<file path="src/rtl/lsu_pkg.sv">
// lsu_pkg: shared encodings for the load/store unit.
//   SZ_*  : request size codes (byte, half, word, dword)
//   ERR_* : response error codes (ok, misaligned, timeout)
//   state_t : control FSM states
package lsu_pkg;
    localparam logic [1:0] SZ_B = 2'b00;
    localparam logic [1:0] SZ_H = 2'b01;
    localparam logic [1:0] SZ_W = 2'b10;
    localparam logic [1:0] SZ_D = 2'b11;

    localparam logic [1:0] ERR_OK    = 2'b00;
    localparam logic [1:0] ERR_MISAL = 2'b01;
    localparam logic [1:0] ERR_TMO   = 2'b10;

    typedef enum logic [1:0] {
        S_IDLE,
        S_ACCESS,
        S_RESP
    } state_t;
endpackage

</file>
<file path="src/rtl/lsu_lane_align.sv">
// lsu_lane_align: combinational byte-lane steering for the load/store unit.
//   size      in  2       access size code (1 << size bytes)
//   off       in  log2NB  byte offset inside the memory word
//   sgn       in  1       sign-extend loads
//   wdata     in  DATA_W  right-justified store data
//   rdata     in  DATA_W  memory read data, little-endian lanes
//   be        out NB      byte enables for the access
//   wdata_rep out DATA_W  store data replicated at every size-aligned slot
//   rdata_ext out DATA_W  extracted and extended load data
//   misal     out 1       access not naturally aligned or wider than the bus
module lsu_lane_align #(
    parameter int DATA_W = 32
) (
    input  logic [1:0]                    size,
    input  logic [$clog2(DATA_W/8)-1:0]   off,
    input  logic                          sgn,
    input  logic [DATA_W-1:0]             wdata,
    input  logic [DATA_W-1:0]             rdata,
    output logic [DATA_W/8-1:0]           be,
    output logic [DATA_W-1:0]             wdata_rep,
    output logic [DATA_W-1:0]             rdata_ext,
    output logic                          misal
);
    localparam int NB = DATA_W / 8;

    int nb;
    int eb;
    logic [DATA_W-1:0] keep;
    logic [DATA_W-1:0] lo;
    logic [DATA_W-1:0] sh;
    logic              sbit;

    always_comb begin
        nb = 1 << size;
        // eb clamps an illegal dword on a 32-bit bus to the bus width so shifts stay sane
        eb = nb > NB ? NB : nb;
        misal = (nb > NB) || ((int'(off) & (nb - 1)) != 0);
        be = NB'(((1 << eb) - 1) << off);
        // shifting by DATA_W yields zero, so full-width accesses keep every bit
        keep = ~({DATA_W{1'b1}} << (8 * eb));
        lo = wdata & keep;
        wdata_rep = '0;
        for (int k = 0; k < NB; k++)
            wdata_rep = wdata_rep | (((k & (eb - 1)) == 0) ? lo << (8 * k) : '0);
        sh = rdata >> {off, 3'b000};
        sbit = |(sh & ({{(DATA_W-1){1'b0}}, 1'b1} << (8 * eb - 1)));
        rdata_ext = (sh & keep) | ({DATA_W{sgn & sbit}} & ~keep);
    end
endmodule

</file>
<file path="src/rtl/load_store_unit.sv">
// load_store_unit: multi-cycle load/store unit between execute and write-back.
//   clk, rst_n                        clock, asynchronous active-low reset
//   req_valid/ready/write/size/signed/addr/wdata/rd   request handshake from execute
//   mem_req/we/addr/wdata/be, mem_ack/rdata           ready/ack data-memory port
//   rsp_valid/ready/data/rd/err                       response handshake to write-back
// Every output except req_ready is registered; req_ready is high only while idle.
module load_store_unit
    import lsu_pkg::*;
#(
    parameter int DATA_W  = 32,
    parameter int ADDR_W  = 32,
    parameter int TIMEOUT = 15
) (
    input  logic                  clk,
    input  logic                  rst_n,
    input  logic                  req_valid,
    output logic                  req_ready,
    input  logic                  req_write,
    input  logic [1:0]            req_size,
    input  logic                  req_signed,
    input  logic [ADDR_W-1:0]     req_addr,
    input  logic [DATA_W-1:0]     req_wdata,
    input  logic [4:0]            req_rd,
    output logic                  mem_req,
    output logic                  mem_we,
    output logic [ADDR_W-1:0]     mem_addr,
    output logic [DATA_W-1:0]     mem_wdata,
    output logic [DATA_W/8-1:0]   mem_be,
    input  logic                  mem_ack,
    input  logic [DATA_W-1:0]     mem_rdata,
    output logic                  rsp_valid,
    input  logic                  rsp_ready,
    output logic [DATA_W-1:0]     rsp_data,
    output logic [4:0]            rsp_rd,
    output logic [1:0]            rsp_err
);
    localparam int NB = DATA_W / 8;
    localparam int OW = $clog2(NB);
    localparam int CW = $clog2(TIMEOUT + 1);

    state_t state, n_state;
    logic [CW-1:0]     cnt, n_cnt;
    logic              l_we, n_l_we;
    logic              l_sgn, n_l_sgn;
    logic [1:0]        l_size, n_l_size;
    logic [OW-1:0]     l_off, n_l_off;
    logic              n_mem_req, n_mem_we;
    logic [ADDR_W-1:0] n_mem_addr;
    logic [DATA_W-1:0] n_mem_wdata;
    logic [NB-1:0]     n_mem_be;
    logic              n_rsp_valid;
    logic [DATA_W-1:0] n_rsp_data;
    logic [4:0]        n_rsp_rd;
    logic [1:0]        n_rsp_err;

    logic              idle;
    logic [1:0]        a_size;
    logic [OW-1:0]     a_off;
    logic              a_sgn;
    logic [NB-1:0]     a_be;
    logic [DATA_W-1:0] a_wdata;
    logic [DATA_W-1:0] a_rdata;
    logic              a_misal;

    assign idle      = state == S_IDLE;
    assign req_ready = idle;
    // While idle the aligner sees the incoming request; afterwards the latched one,
    // so load extraction at ack time uses the accepted size/offset/sign.
    assign a_size    = idle ? req_size : l_size;
    assign a_off     = idle ? req_addr[OW-1:0] : l_off;
    assign a_sgn     = idle ? req_signed : l_sgn;

    lsu_lane_align #(.DATA_W(DATA_W)) u_align (
        .size      (a_size),
        .off       (a_off),
        .sgn       (a_sgn),
        .wdata     (req_wdata),
        .rdata     (mem_rdata),
        .be        (a_be),
        .wdata_rep (a_wdata),
        .rdata_ext (a_rdata),
        .misal     (a_misal)
    );

    always_comb begin
        n_state     = state;
        n_cnt       = cnt;
        n_l_we      = l_we;
        n_l_sgn     = l_sgn;
        n_l_size    = l_size;
        n_l_off     = l_off;
        n_mem_req   = mem_req;
        n_mem_we    = mem_we;
        n_mem_addr  = mem_addr;
        n_mem_wdata = mem_wdata;
        n_mem_be    = mem_be;
        n_rsp_valid = rsp_valid;
        n_rsp_data  = rsp_data;
        n_rsp_rd    = rsp_rd;
        n_rsp_err   = rsp_err;
        case (state)
            S_IDLE: begin
                if (req_valid) begin
                    n_l_we   = req_write;
                    n_l_sgn  = req_signed;
                    n_l_size = req_size;
                    n_l_off  = req_addr[OW-1:0];
                    n_rsp_rd = req_rd;
                    if (a_misal) begin
                        n_state     = S_RESP;
                        n_rsp_valid = 1'b1;
                        n_rsp_err   = ERR_MISAL;
                        n_rsp_data  = '0;
                    end else begin
                        n_state     = S_ACCESS;
                        n_cnt       = '0;
                        n_mem_req   = 1'b1;
                        n_mem_we    = req_write;
                        n_mem_addr  = {req_addr[ADDR_W-1:OW], {OW{1'b0}}};
                        n_mem_be    = a_be;
                        n_mem_wdata = a_wdata;
                    end
                end
            end
            S_ACCESS: begin
                // ack is tested first so an ack on the limit cycle still succeeds
                if (mem_ack) begin
                    n_state     = S_RESP;
                    n_mem_req   = 1'b0;
                    n_rsp_valid = 1'b1;
                    n_rsp_err   = ERR_OK;
                    n_rsp_data  = l_we ? '0 : a_rdata;
                end else if (cnt == CW'(TIMEOUT - 1)) begin
                    n_state     = S_RESP;
                    n_mem_req   = 1'b0;
                    n_rsp_valid = 1'b1;
                    n_rsp_err   = ERR_TMO;
                    n_rsp_data  = '0;
                end else begin
                    n_cnt = cnt + 1'b1;
                end
            end
            S_RESP: begin
                if (rsp_ready) begin
                    n_state     = S_IDLE;
                    n_rsp_valid = 1'b0;
                end
            end
            default: n_state = S_IDLE;
        endcase
    end

    always_ff @(posedge clk or negedge rst_n) begin
        if (!rst_n) begin
            state     <= S_IDLE;
            cnt       <= '0;
            l_we      <= 1'b0;
            l_sgn     <= 1'b0;
            l_size    <= SZ_B;
            l_off     <= '0;
            mem_req   <= 1'b0;
            mem_we    <= 1'b0;
            mem_addr  <= '0;
            mem_wdata <= '0;
            mem_be    <= '0;
            rsp_valid <= 1'b0;
            rsp_data  <= '0;
            rsp_rd    <= '0;
            rsp_err   <= ERR_OK;
        end else begin
            state     <= n_state;
            cnt       <= n_cnt;
            l_we      <= n_l_we;
            l_sgn     <= n_l_sgn;
            l_size    <= n_l_size;
            l_off     <= n_l_off;
            mem_req   <= n_mem_req;
            mem_we    <= n_mem_we;
            mem_addr  <= n_mem_addr;
            mem_wdata <= n_mem_wdata;
            mem_be    <= n_mem_be;
            rsp_valid <= n_rsp_valid;
            rsp_data  <= n_rsp_data;
            rsp_rd    <= n_rsp_rd;
            rsp_err   <= n_rsp_err;
        end
    end
endmodule

</file>
<file path="config.mk">
export PLATFORM = sky130hd
export DESIGN_NAME = load_store_unit
export DESIGN_NICKNAME = d
export VERILOG_FILES = /design/src/rtl/lsu_pkg.sv /design/src/rtl/lsu_lane_align.sv /design/src/rtl/load_store_unit.sv
export SDC_FILE = /design/constraint.sdc
export NUM_CORES = 1
export LEC_CHECK = 0
export ABC_CLOCK_PERIOD_IN_PS = 3700
export CAP_MARGIN = 40
export CORE_MARGIN = 2
export CORE_UTILIZATION = 46
export CTS_CLUSTER_SIZE = 24
export DETAILED_ROUTE_END_ITERATION = 7
export GPL_ROUTABILITY_DRIVEN = 0
export PLACE_DENSITY_LB_ADDON = 0.25
export REMOVE_ABC_BUFFERS = 1
export SLEW_MARGIN = 30
export SYNTH_ARGS = -nofsm -noshare
export SYNTH_HDL_FRONTEND = slang
export SYNTH_HIERARCHICAL = 1
export SYNTH_SLANG_ARGS = --single-unit
</file>
<file path="constraint.sdc">
create_clock -name clk -period 3.7 [get_ports clk]
set_input_delay 0.555 -clock clk [delete_from_list [all_inputs] [get_ports clk]]
set_output_delay 0.555 -clock clk [all_outputs]
set_load 0.05 [all_outputs]
</file>
==> results_tabular.tex <==
\begin{tabular}{lr}
\hline
Metric & Value \\
\hline
\multicolumn{2}{l}{\textbf{Pwr}} \\
Total Power & 9.66 mW \\
VDD IR-drop max & 0.592 mV \\
Internal cell power & 5.02 mW \\
Leakage power figure & 4.28 nW \\
Part of the total power dissipated in combinational logic & 60.0\% \\
Share of power burned in registers & 22.7\% \\
Pwr/cell area & 1060 mW/mm² \\
Switch Pwr & 4.64 mW \\
Net switching share of the total power & 48.1\% \\
Clock network power share & 17.3\% \\
\multicolumn{2}{l}{\textbf{Floorplanning}} \\
I/O pin count & 221 \\
Die Footprint & 0.0145 mm² \\
Floorplan core area & 0.0132 mm² \\
Die boundary height & 120 µm \\
Number of core rows & 42 \\
Initial core utilization & 47.0\% \\
Die W & 120 µm \\
\multicolumn{2}{l}{\textbf{Layout}} \\
Final net count & 972 \\
Fillers & 1052 \\
Layout overhead on the synthesized area & 46.5\% \\
Diode count & 0 \\
Fraction of layout instances using a drive strength above 1 & 12.3\% \\
\multicolumn{2}{l}{\textbf{Worst setup path}} \\
Worst setup SP type & flop \\
Setup slack, reg-to-reg & 460 ps \\
Start of the worst register-to-register path & state[1]\$\_DFFE\_PN0P\_ \\
Timing startpoint of the critical path & state[1]\$\_DFFE\_PN0P\_ \\
Logic depth of the worst register-to-register path & 8 \\
Critical path data required time & 3960 ps \\
Critical Path End & cnt[3]\$\_DFFE\_PN0P\_ \\
Crit. End Element & flop \\
Largest fanout on the critical path & 15 \\
Worst R2R End & cnt[3]\$\_DFFE\_PN0P\_ \\
Arrival time at the worst endpoint & 3490 ps \\
Critical path class & flop to flop \\
\multicolumn{2}{l}{\textbf{STA}} \\
Tightest Pin Transition & 753 ps \\
Worst Clk Skew & 8.60 ps \\
Total negative setup slack & 0 ps \\
Maximum operating frequency & 0.309 GHz \\
Setup-failing EPs final & 0 \\
Setup repair after global routing missed its margin & false \\
Total count of max-transition violations in the final report & 0 \\
Slew Limit Headroom & 49.8\% \\
Period minus WS final & 3240 ps \\
Final period utilization & 87.5\% \\
Final hold viol count & 0 \\
\multicolumn{2}{l}{\textbf{Route}} \\
Wirelength, routed & 17900 µm \\
DR pass1 iterations & 5 \\
Total DRC errors in the routed layout & 0 \\
Count of nets left with antenna violations after detail routing & 0 \\
Vias per std cell & 5.31 \\
Routed wire length per instance & 17.2 µm \\
Routed via count & 5555 \\
Starting DRT DRC Count & 308 \\
\multicolumn{2}{l}{\textbf{Place}} \\
Half-perimeter wire length after detailed placement & 12700 µm \\
Count of buffers from port buffering & 218 \\
\multicolumn{2}{l}{\textbf{CTS}} \\
Clock Latency Late Sink & 410 ps \\
Setup Buffers After CTS & 0 \\
CTS tree & done \\
Buffer type at the clock tree root & clkbuf\_16 \\
CTS clock-pin slew for the worst setup and hold paths & 50 ps \\
Longest Clk Path Bufs & 2 \\
Number of levels in the clock H-tree & 4 \\
Post-CTS Hold Buffers & 0 \\
Post-CTS sizing & 0 \\
Number of buffers created by CTS & 17 \\
Clock sink count & 120 \\
\multicolumn{2}{l}{\textbf{Synthesis}} \\
Average footprint of a synthesized cell & 9.53 µm² \\
Most frequent cells after synthesis & nand2\_1, dfrtp\_1, a22o\_1 \\
Top FF cell, synth & dfrtp\_1 \\
Post-synthesis register bit count & 120 \\
Top cells by area in the synthesized netlist & dfrtp\_1, nand2\_1, a22o\_1, mux2\_2, mux2i\_1 \\
Total number of yosys warnings & 6 \\
Cell Area, Synth & 0.00623 mm² \\
Cell type with the highest aggregate area in the netlist & dfrtp\_1 \\
Number of enable flip-flop cells after synthesis & 0 \\
Share of async-settable or async-resettable flops after synthesis & 100\% \\
Share of the synthesized area in the top cell type & 48.2\% \\
Cell with the most instances after synthesis & nand2\_1 \\
Number of distinct library cells after synthesis & 58 \\
Number of cells produced by synthesis & 653 \\
Fraction of the yosys area taken by sequential cells & 48.2\% \\
\multicolumn{2}{l}{\textbf{Global route}} \\
Leftover overflow at the end of global routing & 0 \\
Number of antenna violations at the first check in global routing & 0 \\
Global-route usage over all layers & 25.6\% \\
Wire length of the first global-routing pass & 29100 µm \\
Vias in the first global route & 5721 \\
Pin count of the biggest net entering global routing & 69 \\
\multicolumn{2}{l}{\textbf{Hold path}} \\
Worst hold-check path type & primary input to async pin \\
\multicolumn{2}{l}{\textbf{Flow run}} \\
Reported max-cap violation count & 0 \\
\multicolumn{2}{l}{\textbf{Status}} \\
Status & complete, no violations \\
\hline
\end{tabular}
==> layer usage <==
metal  wire (µm)  GRT usage [%]  vias to the layer above
li1            -              -                     2616
met1        7280           31.7                     2690
met2        9020           42.3                      211
met3        1100           6.56                       38
met4         544           11.7                        0
met5           0              0                        -
==> final cells by class <==
class / count / area, µm² / share of cell area (%)
clock inverters: 10 / 153 / 1.67
flip-flops and latches: 120 / 3000 / 32.9
multi-input cells: 478 / 2930 / 32.1
repair buffers: 233 / 2340 / 25.7
inverters: 8 / 30.0 / 0.329
clock buffers: 21 / 440 / 4.83
well taps: 176 / 220 / 2.41
==> state kept, by name, summed over array words and instances (netlist names), 2 cells and up <==
| name | count |
|---|---|
| mem_wdata | 32 |
| l_size | 2 |
| rsp_err | 2 |
| mem_be | 4 |
| mem_addr | 30 |
| l_off | 2 |
| rsp_data | 32 |
| rsp_rd | 5 |
| state | 2 |
| cnt | 4 |
==> metrics by stage <==
stage                     cell area [µm²]  setup WS [ps]  util, %  hold slack, ps  std cells
final                                9120            463     68.9             197       1046
after global routing                 9120            300     68.9             255       1046
after CTS                            9120            442     68.9             227       1046
after detailed placement             8530            304     64.4             461       1015
after global placement               8530            415     64.4             456       1015
after floorplan                      5960           -905        -             259        606
==> cells in the final DEF (no fill, tap or decap), types with 2 or more instances in the layout <==
master,instances
nor2_1,36
inv_1,6
clkinv_2,5
mux2_2,25
dfrtp_1,120
mux2i_1,24
conb_1,2
nand3_1,2
a22oi_1,9
nand2_1,225
ha_1,4
and2_1,11
o21ai_0,13
nor2b_1,2
o211ai_2,8
nor2_2,2
o22ai_1,2
or3b_1,2
nand2b_1,8
o21ai_2,5
buf_12,4
nand3_2,8
bufinv_16,4
a22o_1,40
buf_4,12
clkbuf_16,17
clkbuf_1,4
o31ai_1,7
a21oi_1,15
clkdlybuf4s50_1,217
==> how the worst min path moves through the flow <==
stage / slack [ps] / endpoint / cells past startpoint / startpoint
after floorplan: 260 / cnt[0]$_DFFE_PN0P_ / 0 / rst_n
after global placement: 460 / mem_addr[15]$_DFFE_PN0P_ / 2 / mem_addr[15]$_DFFE_PN0P_
after detailed placement: 460 / mem_addr[10]$_DFFE_PN0P_ / 2 / mem_addr[10]$_DFFE_PN0P_
after CTS: 230 / rsp_data[2]$_DFFE_PN0P_ / 1 / rst_n
after global routing: 250 / rsp_data[5]$_DFFE_PN0P_ / 1 / rst_n
final: 200 / rsp_data[5]$_DFFE_PN0P_ / 1 / rst_n
==> kinds of logic after synthesis <==
family / after synthesis / synth area share [%]
adders and majority gates: 4 / 0.804
AOI/OAI and AO/OA: 114 / 15.2
other: 1 / 0.0602
xor gates and xnor gates: 1 / 0.141
buffers and inverters: 56 / 4.86
DFF: 120 / 48.2
and+or+nand+nor: 306 / 21.7
muxes: 51 / 8.96
==> critical path, cell delays in order, from the launching register on <==
cell and delay (ps):
dfrtp_1 380, nor2_2 330, mux2_2 470, nor2_1 180, buf_4 250, a21oi_1 150
or4b_2 870, o21ai_0 280, a22oi_1 170
==> power groups by stage <==
stage / Sequential (mW) / Clock [mW] / Combinational, mW
2_1_floorplan: 3.87 / 0 / 2.16
3_3_place_gp: 2.18 / 0 / 5.67
3_5_place_dp: 2.21 / 0 / 5.79
6_report: 2.19 / 1.67 / 5.79
5_1_grt: 2.26 / 1.77 / 6.19
4_1_cts: 2.20 / 1.71 / 5.81
No activity file was read; power rests on OpenSTA's default activity.
